### src/rtl/mem_access_pkg.sv
// Shared constants, memory request payload and funct3 decode helpers for mem_access_unit.
package mem_access_pkg;

  localparam int unsigned DATA_W = 32;
  localparam int unsigned ADDR_W = 32;

  localparam logic [2:0] F3_B  = 3'b000;
  localparam logic [2:0] F3_H  = 3'b001;
  localparam logic [2:0] F3_W  = 3'b010;
  localparam logic [2:0] F3_BU = 3'b100;
  localparam logic [2:0] F3_HU = 3'b101;

  localparam logic [2:0] BHW_NONE = 3'b000;
  localparam logic [2:0] BHW_BYTE = 3'b001;
  localparam logic [2:0] BHW_HALF = 3'b010;
  localparam logic [2:0] BHW_WORD = 3'b100;

  localparam logic [0:0] ST_IDLE = 1'b0;
  localparam logic [0:0] ST_REQ  = 1'b1;

  localparam logic [1:0] FC_NONE     = 2'd0;
  localparam logic [1:0] FC_ILLEGAL  = 2'd1;
  localparam logic [1:0] FC_TIMEOUT  = 2'd2;
  localparam logic [1:0] FC_MISALIGN = 2'd3;

  typedef struct packed {
    logic              wr_nrd;
    logic [2:0]        bhw;
    logic [ADDR_W-1:0] adr;
    logic [DATA_W-1:0] data;
  } mem_req_t;

  function automatic logic f3_legal(input logic is_store, input logic [2:0] f3);
    if (is_store) return (f3 == F3_B) || (f3 == F3_H) || (f3 == F3_W);
    return (f3 == F3_B) || (f3 == F3_H) || (f3 == F3_W) || (f3 == F3_BU) || (f3 == F3_HU);
  endfunction

  function automatic logic [2:0] f3_bhw(input logic [2:0] f3);
    case (f3[1:0])
      2'b00:   return BHW_BYTE;
      2'b01:   return BHW_HALF;
      default: return BHW_WORD;
    endcase
  endfunction

  function automatic logic f3_misaligned(input logic [2:0] f3, input logic [1:0] a);
    case (f3[1:0])
      2'b01:   return a[0];
      2'b10:   return a != 2'b00;
      default: return 1'b0;
    endcase
  endfunction

endpackage

### src/rtl/load_extender.sv
// Sign/zero extension of raw memory read data according to the load funct3.
module load_extender
  import mem_access_pkg::*;
(
  input  logic [2:0]        funct3_i,
  input  logic [DATA_W-1:0] raw_i,
  output logic [DATA_W-1:0] ext_c
);

  always_comb begin
    ext_c = raw_i;
    case (funct3_i)
      F3_B:    ext_c = {{24{raw_i[7]}}, raw_i[7:0]};
      F3_H:    ext_c = {{16{raw_i[15]}}, raw_i[15:0]};
      F3_BU:   ext_c = {24'b0, raw_i[7:0]};
      F3_HU:   ext_c = {16'b0, raw_i[15:0]};
      default: ext_c = raw_i;
    endcase
  end

endmodule

### src/rtl/mem_access_unit.sv
// MEM-stage load/store unit: issues one request to main memory, extends load data, reports faults.
// Define MISALIGN_TRAP_EN to trap misaligned half/word accesses instead of issuing them.
module mem_access_unit
  import mem_access_pkg::*;
#(
  parameter int unsigned TIMEOUT_CYCLES = 16,
  parameter int unsigned CNT_W          = $clog2(TIMEOUT_CYCLES + 1)
) (
  input  logic              CLK,
  input  logic              nRST,
  input  logic              start,
  input  logic              is_store,
  input  logic [2:0]        funct3,
  input  logic [ADDR_W-1:0] addr,
  input  logic [DATA_W-1:0] wdata,
  output logic              busy,
  output logic              done,
  output logic [DATA_W-1:0] rdata,
  output logic              fault,
  output logic [1:0]        fault_cause,
  output logic              mem_request,
  output logic [2:0]        mem_bhw,
  output logic              mem_WR_nRD,
  output logic [ADDR_W-1:0] mem_ADR,
  output logic [DATA_W-1:0] mem_DATA,
  input  logic [DATA_W-1:0] mem_DATAOUT,
  input  logic              mem_send
);

  logic [0:0]        state_q, state_d;
  logic [CNT_W-1:0]  cnt_q, cnt_d;
  logic [2:0]        f3_q, f3_d;
  logic              busy_q, busy_d;
  logic              done_q, done_d;
  logic [DATA_W-1:0] rdata_q, rdata_d;
  logic              fault_q, fault_d;
  logic [1:0]        cause_q, cause_d;
  logic              pend_q, pend_d;
  logic [1:0]        pend_cause_q, pend_cause_d;
  mem_req_t          req_q, req_d;
  logic [DATA_W-1:0] ext_data;
  logic              misalign;

`ifdef MISALIGN_TRAP_EN
  assign misalign = f3_misaligned(funct3, addr[1:0]);
`else
  assign misalign = 1'b0;
`endif

  load_extender u_load_extender (
    .funct3_i (f3_q),
    .raw_i    (mem_DATAOUT),
    .ext_c    (ext_data)
  );

  // Dropped on the completion edge so memory never sees a second request.
  assign mem_request = (state_q == ST_REQ) & ~mem_send;

  always_comb begin
    state_d      = state_q;
    cnt_d        = cnt_q;
    f3_d         = f3_q;
    busy_d       = busy_q;
    done_d       = 1'b0;
    rdata_d      = rdata_q;
    fault_d      = fault_q;
    cause_d      = cause_q;
    pend_d       = pend_q;
    pend_cause_d = pend_cause_q;
    req_d        = req_q;
    case (state_q)
      ST_IDLE: begin
        // Rejected accesses report one edge after acceptance without touching memory.
        if (pend_q) begin
          done_d  = 1'b1;
          fault_d = 1'b1;
          cause_d = pend_cause_q;
          rdata_d = '0;
          busy_d  = 1'b0;
          pend_d  = 1'b0;
        end else if (start) begin
          busy_d = 1'b1;
          f3_d   = funct3;
          if (!f3_legal(is_store, funct3)) begin
            pend_d       = 1'b1;
            pend_cause_d = FC_ILLEGAL;
          end else if (misalign) begin
            pend_d       = 1'b1;
            pend_cause_d = FC_MISALIGN;
          end else begin
            state_d      = ST_REQ;
            cnt_d        = '0;
            req_d.wr_nrd = is_store;
            req_d.bhw    = f3_bhw(funct3);
            req_d.adr    = addr;
            req_d.data   = wdata;
          end
        end
      end
      ST_REQ: begin
        if (mem_send) begin
          done_d  = 1'b1;
          fault_d = 1'b0;
          cause_d = FC_NONE;
          rdata_d = req_q.wr_nrd ? '0 : ext_data;
          busy_d  = 1'b0;
          state_d = ST_IDLE;
        end else if (cnt_q == CNT_W'(TIMEOUT_CYCLES - 1)) begin
          done_d  = 1'b1;
          fault_d = 1'b1;
          cause_d = FC_TIMEOUT;
          rdata_d = '0;
          busy_d  = 1'b0;
          state_d = ST_IDLE;
        end else begin
          cnt_d = cnt_q + CNT_W'(1);
        end
      end
      default: state_d = ST_IDLE;
    endcase
  end

  always_ff @(posedge CLK or negedge nRST) begin
    if (!nRST) begin
      state_q      <= ST_IDLE;
      cnt_q        <= '0;
      f3_q         <= '0;
      busy_q       <= 1'b0;
      done_q       <= 1'b0;
      rdata_q      <= '0;
      fault_q      <= 1'b0;
      cause_q      <= FC_NONE;
      pend_q       <= 1'b0;
      pend_cause_q <= FC_NONE;
      req_q        <= '{wr_nrd: 1'b0, bhw: BHW_NONE, adr: '0, data: '0};
    end else begin
      state_q      <= state_d;
      cnt_q        <= cnt_d;
      f3_q         <= f3_d;
      busy_q       <= busy_d;
      done_q       <= done_d;
      rdata_q      <= rdata_d;
      fault_q      <= fault_d;
      cause_q      <= cause_d;
      pend_q       <= pend_d;
      pend_cause_q <= pend_cause_d;
      req_q        <= req_d;
    end
  end

  assign busy        = busy_q;
  assign done        = done_q;
  assign rdata       = rdata_q;
  assign fault       = fault_q;
  assign fault_cause = cause_q;
  assign mem_bhw     = req_q.bhw;
  assign mem_WR_nRD  = req_q.wr_nrd;
  assign mem_ADR     = req_q.adr;
  assign mem_DATA    = req_q.data;

endmodule

### config.mk
export PLATFORM = sky130hd
export DESIGN_NAME = mem_access_unit
export DESIGN_NICKNAME = d
export VERILOG_FILES = /design/src/rtl/mem_access_pkg.sv /design/src/rtl/load_extender.sv /design/src/rtl/mem_access_unit.sv
export SDC_FILE = /design/constraint.sdc
export NUM_CORES = 1
export LEC_CHECK = 0
export ABC_AREA = 1
export BUFFER_PORTS_ARGS = -buffer_cell sky130_fd_sc_hd__clkbuf_2
export CORE_MARGIN = 3
export CORE_UTILIZATION = 32
export DETAILED_ROUTE_END_ITERATION = 8
export SYNTH_ARGS = -nofsm -noshare
export SYNTH_HDL_FRONTEND = slang
export SYNTH_SLANG_ARGS = --single-unit
### constraint.sdc
create_clock -name CLK -period 1.6 [get_ports CLK]
set_input_delay 0.16 -clock CLK [delete_from_list [all_inputs] [get_ports CLK]]
set_output_delay 0.16 -clock CLK [all_outputs]
set_load 0.005 [all_outputs]
* After elaboration in Yosys (flattened, before gate mapping)
Cells that the tools add are included.
Word-level totals: flip-flop bits (word level) 116, bits of input ports 104, word-level logic and storage cells 98
Cells by class: add/subtract/negate cells 1, equal/unequal tests 17, muxes and demuxes 48, bitwise logic cells 5, reductions and logical operators 13
Operator list (number):
- 2-to-1 mux 32 bit | 4
- one-hot mux 32 bit (4 select lines) | 1
- one-hot mux 32 bit (2 select lines) | 1
- 2-to-1 mux 1 bit | 27
- 2-to-1 mux 5 bit | 5
- equality test 3 bit (second input constant) | 4
- != test 2 bit (second input constant) | 6
- one-hot mux 5 bit (2 select lines) | 1
- one-hot mux 1 bit (2 select lines) | 4
- AND reduction 4 bit | 2
- equality test 3 x 1 -> 1 bit (second input constant) | 2
- logical NOT 3 bit | 2
- 2-to-1 mux 2 bit | 3
- one-hot mux 3 bit (2 select lines) | 1
- adder 5 x 1 -> 5 bit (second input constant) | 1
- equality test 5 x 4 -> 1 bit (second input constant) | 1
- AND reduction 5 bit | 1
- logical OR 1 bit | 4
- inverter 1 bit | 4
- one-hot mux 2 bit (2 select lines) | 1
- AND reduction 2 bit | 2
- equality test 3 x 2 -> 1 bit (second input constant) | 1
- != test 3 x 2 -> 1 bit (second input constant) | 1
- != test 3 bit (second input constant) | 1
- 4 further kinds | 4

* Depth between registers and ports, before layout
Gate-level depths: netlist of run 1.
word-level depth 13, mapped depth 10, depth with buffers taken out 9

* By module
From an unflattened synthesis of run 1, not the netlist that was laid out.
Second synthesis, totals: cell total of the unflattened synthesis 586, area total of the unflattened synthesis 5033.6 µm²
By module, submodules not included:
- mem_access_unit | instances 1, cells each 516, area each 4644.5 µm²
- load_extender | instances 1, cells each 70, area each 389.1 µm²

* Worst setup path before layout of run 1
OpenSTA, ideal clock, no wires.
kind reg-to-reg, from register cnt_q[0], to register cause_q[0], in the netlist fault_cause[0], setup time 0.065 ns, arrival time 1.526 ns, required time 1.535 ns, setup slack 0.009 ns, stages on the path, launching flop included 11, clock period less this slack 1.591 ns, path through dfrtp_1 -> ha_1 -> nand2_1 -> nor2_1 -> ha_1 -> nor2_1 -> inv_2 -> nand2_2 -> buf_4 -> nand2_1 -> nand2_1
On the way: word-level cells in the longest chain between the ends 3
RTL lines:
- start, declared | line mem_access_unit.sv:31 | logic [CNT_W-1:0] cnt_q, cnt_d;
- start signal, assigned | line mem_access_unit.sv:138 | cnt_q <= cnt_d;
- equality test 5 x 4 -> 1 bit | line mem_access_unit.sv:108 | end else if (cnt_q == CNT_W'(TIMEOUT_CYCLES - 1)) begin
- != test 3 x 2 -> 1 bit (no line)
- AND reduction 2 bit (no line)
- end signal, assigned | line mem_access_unit.sv:144 | cause_q <= cause_d;
- end, declared | line mem_access_unit.sv:37 | logic [1:0] cause_q, cause_d;
No other way between the ends. A chain may end at the register's enable or synchronous reset.

* Final worst setup path of run 1
from register cnt_q[1], to register cause_q[1], in the netlist fault_cause[1]
Same word-level chain as after synthesis.

==> results.txt, run 1 <==
----------------------------------------------------
[Synth]
  Part of the Yosys area used for sequential elements ... about 60%
  Post-Synthesis Cell Area ... approximately 4900 um^2
  Share of flip-flops with an asynchronous set or reset ... 100.0%
  Syn Area/Cell ... about 8.4 um^2
  Fraction of the mapped netlist area in compound gates ... approximately 1.7%
  Main combinational cell family by area after synthesis ... simple AND/OR/NAND/NOR gates
  Count of different cell masters after synthesis ... 19
  Number of warnings printed during yosys synthesis ... 0
  Portion of netlist area occupied by mux cells ... 0%
  Synthesized netlist cell count ... approximately 580
  Most used flip-flop cell after synthesis ... sky130_fd_sc_hd__dfrtp_1
  Number of flops mapped to enable cells by yosys ... 0
  Basic-gate share of the synthesized area counting and, or, nand and nor cells ... 33.29%
  Fraction of synthesized cell area in xor and xnor cells ... 0%
  Number of synthesized register bits ... about 120
  Synthesized Nets ... roughly 700
  Synth Area in Adders ... less than 1%

[Clock network]
  Clock tree root driver cell ... sky130_fd_sc_hd__clkbuf_16
  CTS tree ... built
  Longest Clk Path Bufs ... 2
  Number of buffers created by CTS ... 17
  H-tree lvl count ... 4
  Clock-pin slew on the worst setup and hold paths ... about 0.05 ns
  Clock Sink Count ... ~120
  Worst skew pair latency ... 0.40 ns

[Place]
  Detail Placement HPWL ... just under 10000 um
  Standard cell area after detailed placement ... between 6000 and 7000 um^2
  GP Congestion ... roughly 0.75
  Port Buffers ... about 210
  Setup Slack @ Placement ... -0.03223 ns

[Timing]
  Worst slew margin relative to its limit ... 66.45%
  Clock period minus worst slack ... ~1.6 ns
  Slew at the pin with the worst max-slew slack ... ~0.50 ns
  Worst Skew ... 0.005656 ns
  Final setup viols ... 0
  Fin. Hold Viols ... 0
  Final slew viol count ... 0
  Fmax ... ~640 MHz
  RSZ-0062 raised after global routing ... true
  Worst path setup slack after routing ... ~0.037 ns
  Post-route fraction of the period consumed by the critical path ... between 90% and 100%

[Floorplan]
  Area of the core ... around 15000 um^2
  Die span in y ... roughly 130 um
  Starting density of the core ... about 33%
  # rows ... 44
  Die outline area ... approximately 17000 um^2
  Die W ... ~130 um
  I/O pins ... 210

[Detailed routing]
  Detailed-route via count ... a little under 5000
  Antenna violation net count after detailed routing ... 0
  Final WL ... 15380 um
  Number of optimization iterations in the first detailed-route pass ... 5
  Post-detailed-route via-to-cell ratio ... 4.575
  DRC ... 0
  Starting DRT DRC Count ... ~190
  Routed len/inst ... 14.39 um

[Power]
  Power Dens Cells ... 1457 nW/um^2
  Total leakage power ... between 0.004 and 0.005 uW
  Maximum ir drop on the vdd rail ... ~0.00067 V

[Global routing]
  Congestion Overflow GR ... 0
  Wire length of the first global-routing pass ... 24290 um
  Largest net degree at the start of global routing ... 70
  Global-route total usage across every layer ... between 10% and 20%
  Vias in the first global route ... approximately 5000
  Number of antenna violations at the first check in global routing ... 1

[Worst setup path]
  Critical Setup Path Class ... reg2reg
  Type of destination of the critical path ... flop
  CP startpoint kind ... flop
  Largest fanout on the critical path ... 7
  Data required time of the worst path ... 1.88 ns
  WP data arrival ... between 1.5 and 2 ns

[Final layout]
  Area Growth Syn to Fin ... 62.92%
  Top library cells by usage in the layout, fill and taps aside ... sky130_fd_sc_hd__nand2_1, sky130_fd_sc_hd__clkbuf_2, sky130_fd_sc_hd__dfrtp_1
  Share of final-layout standard cells stronger than drive strength 1 ... between 30% and 40%
  Post-route cell area ... about 7900 um^2
  Net count reported at finish ... 977
  Commonest non-fill, non-tap cell in the layout ... sky130_fd_sc_hd__nand2_1

[Flow run]
  Max-capacitance violation count ... 0

[Run status]
  Result of the run ... finished clean

[Min path]
  Hold Crit Class ... in2reg

----------------------------------------------------
## synth_stat cells (2+ instances only)
cell type	n	area share [%]
sky130_fd_sc_hd__nand2_2	3	0.39
sky130_fd_sc_hd__buf_2	19	2.0
sky130_fd_sc_hd__dfrtp_1	116	60
sky130_fd_sc_hd__inv_1	14	1.1
sky130_fd_sc_hd__ha_1	2	0.52
sky130_fd_sc_hd__nor2_4	2	0.46
sky130_fd_sc_hd__or2_2	2	0.26
sky130_fd_sc_hd__inv_2	3	0.23
sky130_fd_sc_hd__nor2_1	40	3.1
sky130_fd_sc_hd__o21ai_0	15	1.5
sky130_fd_sc_hd__nand2_1	267	21
sky130_fd_sc_hd__buf_4	4	0.62
sky130_fd_sc_hd__clkbuf_1	7	0.54
sky130_fd_sc_hd__nand3_1	77	7.9
## per-stage QoR
| stage | util (%) | hold slack (ns) | total power (uW) | std cells | setup TNS, ns |
|---|---|---|---|---|---|
| after detailed placement | 41.81 | 0.005580 | 7209 | 953 | -0.1057 |
| after CTS | 51.02 | 0.009524 | 11130 | 1060 | 0 |
| after global placement | 41.81 | 0.002583 | 7163 | 953 | 0 |
| after floorplan | - | -0.1356 | 5660 | 576 | 0 |
| after global routing | 53.76 | 0.02516 | 12320 | 1068 | -1.219 |
| final | 53.78 | 0.03362 | 11510 | 1069 | 0 |
## area by class of cell
cell class	instances	area, um^2
flip-flops and latches	116	2903
inverters	17	66.31
clock inverters	10	107.6
repair buffers	307	2136
well taps	184	230.2
clock buffers	21	460.4
multi-input cells	412	1997
diodes	2	5.005
fillers	1348	6794
## power breakdown
group / switching, uW / internal (uW)
Sequential: 630 / 3820
Clock: 1280 / 2350
Combinational: 1800 / 1630
## cell families after synthesis
| kind of cell | after synthesis |
|---|---|
| compound gates | 16 |
| fa+ha+maj | 2 |
| flops | 116 |
| buf+inv | 48 |
| simple gates | 394 |
## what timing repair did
item,in CTS,in global routing
hold buffers,75,0
pin swaps,1,23
gates resized for setup,3,85
endpoints found under the setup margin,34,63
hold endpoints to repair,190,0
setup buffers,0,2
gates cloned,1,5
## metal layers
metal | up-vias | part of all wire (%) | track usage (%)
li1 | 2394 | - | -
met1 | 2247 | 43 | 23.11
met2 | 227 | 47 | 29.21
met3 | 23 | 8.4 | 6.472
met4 | 0 | 1.9 | 7.288
met5 | - | 0 | 0
## sequential cells by signal, indices dropped and copies added, names as in the netlist
signal	flops
busy	1
cnt_q	5
done	1
f3_q	3
fault	1
fault_cause	2
mem_ADR	32
mem_DATA	32
mem_WR_nRD	1
mem_bhw	3
pend_cause_q	1
pend_q	1
rdata	32
state_q	1
## worst max-delay path, stage by stage, from the launching register on
cell and delay (ns):
sky130_fd_sc_hd__dfrtp_1 0.38, sky130_fd_sc_hd__ha_2 0.19, sky130_fd_sc_hd__nand2_2 0.07, sky130_fd_sc_hd__nor2_2 0.04, sky130_fd_sc_hd__ha_2 0.19, sky130_fd_sc_hd__nor2_4 0.13, sky130_fd_sc_hd__inv_4 0.07, sky130_fd_sc_hd__nand2_8 0.14
sky130_fd_sc_hd__clkbuf_16 0.18, sky130_fd_sc_hd__o21ai_1 0.06
## final timing paths
check	from	to	slack, ns	depth (start not counted)
worst max-delay path	cnt_q[1]	fault_cause[1]	0.04	9
worst min-delay path	funct3[0]	f3_q[0]	0.03	3
worst max register to register	cnt_q[1]	fault_cause[1]	0.04	9
worst min register to register	mem_ADR[19]	mem_ADR[19]	0.47	2
max in group asynchronous	nRST	mem_ADR[12]	0.74	3
min in group asynchronous	nRST	rdata[21]	0.13	2
(Power assumes the default switching activity.)
==> inputs of run 2 (changes only) <==
--- a/config.mk
+++ b/config.mk
@@ -8,8 +8,11 @@
 export ABC_AREA = 1
 export BUFFER_PORTS_ARGS = -buffer_cell sky130_fd_sc_hd__clkbuf_2
 export CORE_MARGIN = 3
-export CORE_UTILIZATION = 32
+export CORE_UTILIZATION = 44
+export CTS_BUF_LIST = sky130_fd_sc_hd__clkbuf_4 sky130_fd_sc_hd__clkbuf_8
 export DETAILED_ROUTE_END_ITERATION = 8
+export PLACE_DENSITY = 0.78
+export SLEW_MARGIN = 20
 export SYNTH_ARGS = -nofsm -noshare
 export SYNTH_HDL_FRONTEND = slang
 export SYNTH_SLANG_ARGS = --single-unit
==> run 2 against run 1 <==
  * Worst setup slack got worse by 0.027 ns
  * Register-to-register slack got worse by 0.03 ns
  * Critical path depth unchanged
  * Count of clock-buffer cells in the layout increased by 3
  * Power decreased by 12%
  * Fmax decreased by 1.7%
  * Largest power group unchanged
  * Via count increased by 5.8%
  * Global-route usage increased by 7.3 points
  * Flip-flop and latch count unchanged
  * Sequential share of layout area increased by 2.7 points
  * Highest routed layer unchanged
  * First-iteration DRC count increased to 2.5 times the previous value
==> results.txt, run 2 (synthesis results as in run 1) <==
----------------------------------------------------
[Floorplan]
  # rows ... 37 (was 44)
  Die outline area ... 12320 um^2 (was 16680 um^2)
  Die span in y ... 111.0 um (was 129.1 um)
  I/O pins ... 210 (unchanged)
  Die W ... 111.0 um (was 129.1 um)
  Area of the core ... 10510 um^2 (was 14700 um^2)
  Starting density of the core ... 46.17% (was 33.01%)

[Worst setup path]
  Data required time of the worst path ... 1.95 ns (was 1.88 ns)
  CP startpoint kind ... flop (unchanged)
  Terminus of the critical flop-to-flop path ... cnt_q[0] (was fault_cause[1])
  WP data arrival ... 1.94 ns (was 1.85 ns)
  R2R setup slack ... 0.01 ns (was 0.04 ns)
  Source of the critical timing path ... cnt_q[1] (unchanged)
  Largest fanout on the critical path ... 5 (was 7)
  Type of destination of the critical path ... flop (unchanged)
  Timing endpoint of the critical path ... cnt_q[0] (was fault_cause[1])
  Critical Setup Path Class ... reg2reg (unchanged)
  Critical register-to-register path startpoint ... cnt_q[1] (unchanged)
  Worst Reg2Reg Path Length in Cells ... 9 (unchanged)

[Clock network]
  Clock tree root driver cell ... sky130_fd_sc_hd__clkbuf_8 (was sky130_fd_sc_hd__clkbuf_16)
  Number of buffers created by CTS ... 17 (unchanged)
  CTS tree ... built (unchanged)
  Clock-pin slew on the worst setup and hold paths ... 0.07 ns (was 0.05 ns)
  Longest Clk Path Bufs ... 2 (unchanged)
  Clock Sink Count ... 116 (unchanged)
  Worst skew pair latency ... 0.41 ns (was 0.40 ns)
  H-tree lvl count ... 4 (unchanged)

[Global routing]
  Vias in the first global route ... 5206 (was 4917)
  Number of antenna violations at the first check in global routing ... 0 (was 1)
  Wire length of the first global-routing pass ... 25610 um (was 24290 um)
  Global-route total usage across every layer ... 25.72% (was 18.42%)
  Congestion Overflow GR ... 0 (unchanged)
  Largest net degree at the start of global routing ... 66 (was 70)

[Power]
  Internal power consumption ... 6679 uW (was 7801 uW)
  Maximum ir drop on the vdd rail ... 0.0007169 V (was 0.0006724 V)
  Total leakage power ... 0.004227 uW (was 0.004452 uW)
  Share of power burned in registers ... 43.7% (was 38.6%)
  Power Dens Cells ... 1373 nW/um^2 (was 1457 nW/um^2)
  Switching power ... 3431 uW (was 3713 uW)
  Clock network power share ... 25.0% (was 31.5%)
  Switching power share of the total ... 33.94% (was 32.25%)
  Portion of total power attributed to combinational logic ... 31.3% (was 29.9%)

[Detailed routing]
  Detailed-route via count ... 5174 (was 4891)
  DRC ... 0 (unchanged)
  Starting DRT DRC Count ... 486 (was 191)
  Post-detailed-route via-to-cell ratio ... 5.098 (was 4.575)
  Antenna violation net count after detailed routing ... 0 (unchanged)
  Final WL ... 15950 um (was 15380 um)
  Number of optimization iterations in the first detailed-route pass ... 8 (was 5)
  Routed len/inst ... 15.72 um (was 14.39 um)

[Timing]
  Worst slew margin relative to its limit ... 71.14% (was 66.45%)
  Post-route fraction of the period consumed by the critical path ... 99.34% (was 97.66%)
  Fin. Hold Viols ... 0 (unchanged)
  Setup TNS ... 0 ns (unchanged)
  RSZ-0062 raised after global routing ... true (unchanged)
  Clock period minus worst slack ... 1.589 ns (was 1.563 ns)
  Final slew viol count ... 0 (unchanged)
  Slew at the pin with the worst max-slew slack ... 0.4329 ns (was 0.5033 ns)
  Fmax ... 629.2 MHz (was 640.0 MHz)
  Final setup viols ... 0 (unchanged)
  Worst Skew ... 0.01117 ns (was 0.005656 ns)
  Worst slack on hold paths ... 0.02714 ns (was 0.03362 ns)

[Place]
  Detail Placement HPWL ... 9445 um (was 9670 um)
  GP Congestion ... 0.8304 (was 0.7495)
  Port Buffers ... 209 (unchanged)
  Standard cell area after detailed placement ... 6101 um^2 (was 6146 um^2)

[Final layout]
  Post-route cell area ... 7366 um^2 (was 7905 um^2)
  Net count reported at finish ... 975 (was 977)
  Number of inserted diodes ... 0 (was 2)
  Share of final-layout standard cells stronger than drive strength 1 ... 32.65% (was 37.60%)
  Area Growth Syn to Fin ... 51.80% (was 62.92%)
  Layout fillers ... 721 (was 1348)
  Commonest non-fill, non-tap cell in the layout ... sky130_fd_sc_hd__nand2_1 (unchanged)
  Top library cells by usage in the layout, fill and taps aside ... sky130_fd_sc_hd__nand2_1, sky130_fd_sc_hd__clkbuf_2, sky130_fd_sc_hd__dfrtp_1 (unchanged)

[Min path]
  Hold Crit Class ... in2reg (unchanged)

[Flow run]
  Max-capacitance violation count ... 0 (unchanged)

[Run status]
  Result of the run ... finished clean (unchanged)

----------------------------------------------------
-- run 2: how the worst min path moves through the flow --
| stage | startpoint | to | cells after the start |
|---|---|---|---|
| 6_report | addr[10] | mem_ADR[10] | 3 |
| 5_1_grt | addr[10] | mem_ADR[10] | 3 |
| 4_1_cts | addr[10] | mem_ADR[10] | 3 |
| 3_5_place_dp | nRST | rdata[6] | 1 |
| 3_3_place_gp | nRST | rdata[1] | 1 |
| 2_1_floorplan | nRST | busy | 0 |
-- run 2: metrics by stage --
stage | instances | power [uW] | setup WS, ns | util [%]
after CTS | 1012 | 9964 | 0.02540 | 69.06
final | 1015 | 10110 | 0.01061 | 70.09
after floorplan | 576 | 5660 | 0.009494 | -
after detailed placement | 907 | 7185 | -0.05074 | 58.05
after global placement | 907 | 7057 | 0.04433 | 58.05
after global routing | 1015 | 10760 | -0.05224 | 70.09
-- run 2: timing repair --
action | 4_1_cts | 5_1_grt
pin swaps | 2 | 4
cloned | 1 | 1
hold buffers | 75 | 0
setup endpoints to repair | 33 | 47
gates resized for setup | 4 | 21
setup buffers | 0 | 2
endpoints found under the hold margin | 100 | 0
-- run 2: power by group through the flow --
stage                     Sequential (uW)  Clock, uW  Combinational (uW)
after global routing                 4510       2720                3520
after detailed placement             4390          0                2790
after floorplan                      4400          0                1260
after global placement               4360          0                2700
final                                4410       2530                3170
after CTS                            4370       2600                2990
-- run 2: per-layer routing --
metal	part of all wire, %	track usage (%)	routed length (um)
met3	10	9.334	1636
met1	38	31.40	6086
met4	3.6	11.84	582
met5	0	0	0
met2	48	40.90	7647
-- run 2: final cells by class --
class                   instances  area, um^2  share of cell area, %
clock buffers                  24       317.8                  4.315
clock inverters                 5       50.05                 0.6795
inverters                      17       66.31                 0.9003
multi-input cells             412        1794                  24.36
flip-flops and latches        116        2903                  39.41
well taps                     136       170.2                  2.310
repair buffers                305        2064                  28.03
-- run 2: critical path: stages (launching register included) --
cell,delay (ns)
sky130_fd_sc_hd__dfrtp_1,0.39
sky130_fd_sc_hd__ha_2,0.18
sky130_fd_sc_hd__nand2_2,0.07
sky130_fd_sc_hd__nor2_2,0.04
sky130_fd_sc_hd__ha_2,0.17
sky130_fd_sc_hd__nor2_4,0.12
sky130_fd_sc_hd__inv_4,0.08
sky130_fd_sc_hd__buf_4,0.14
sky130_fd_sc_hd__or2_2,0.27
sky130_fd_sc_hd__nand2_2,0.06
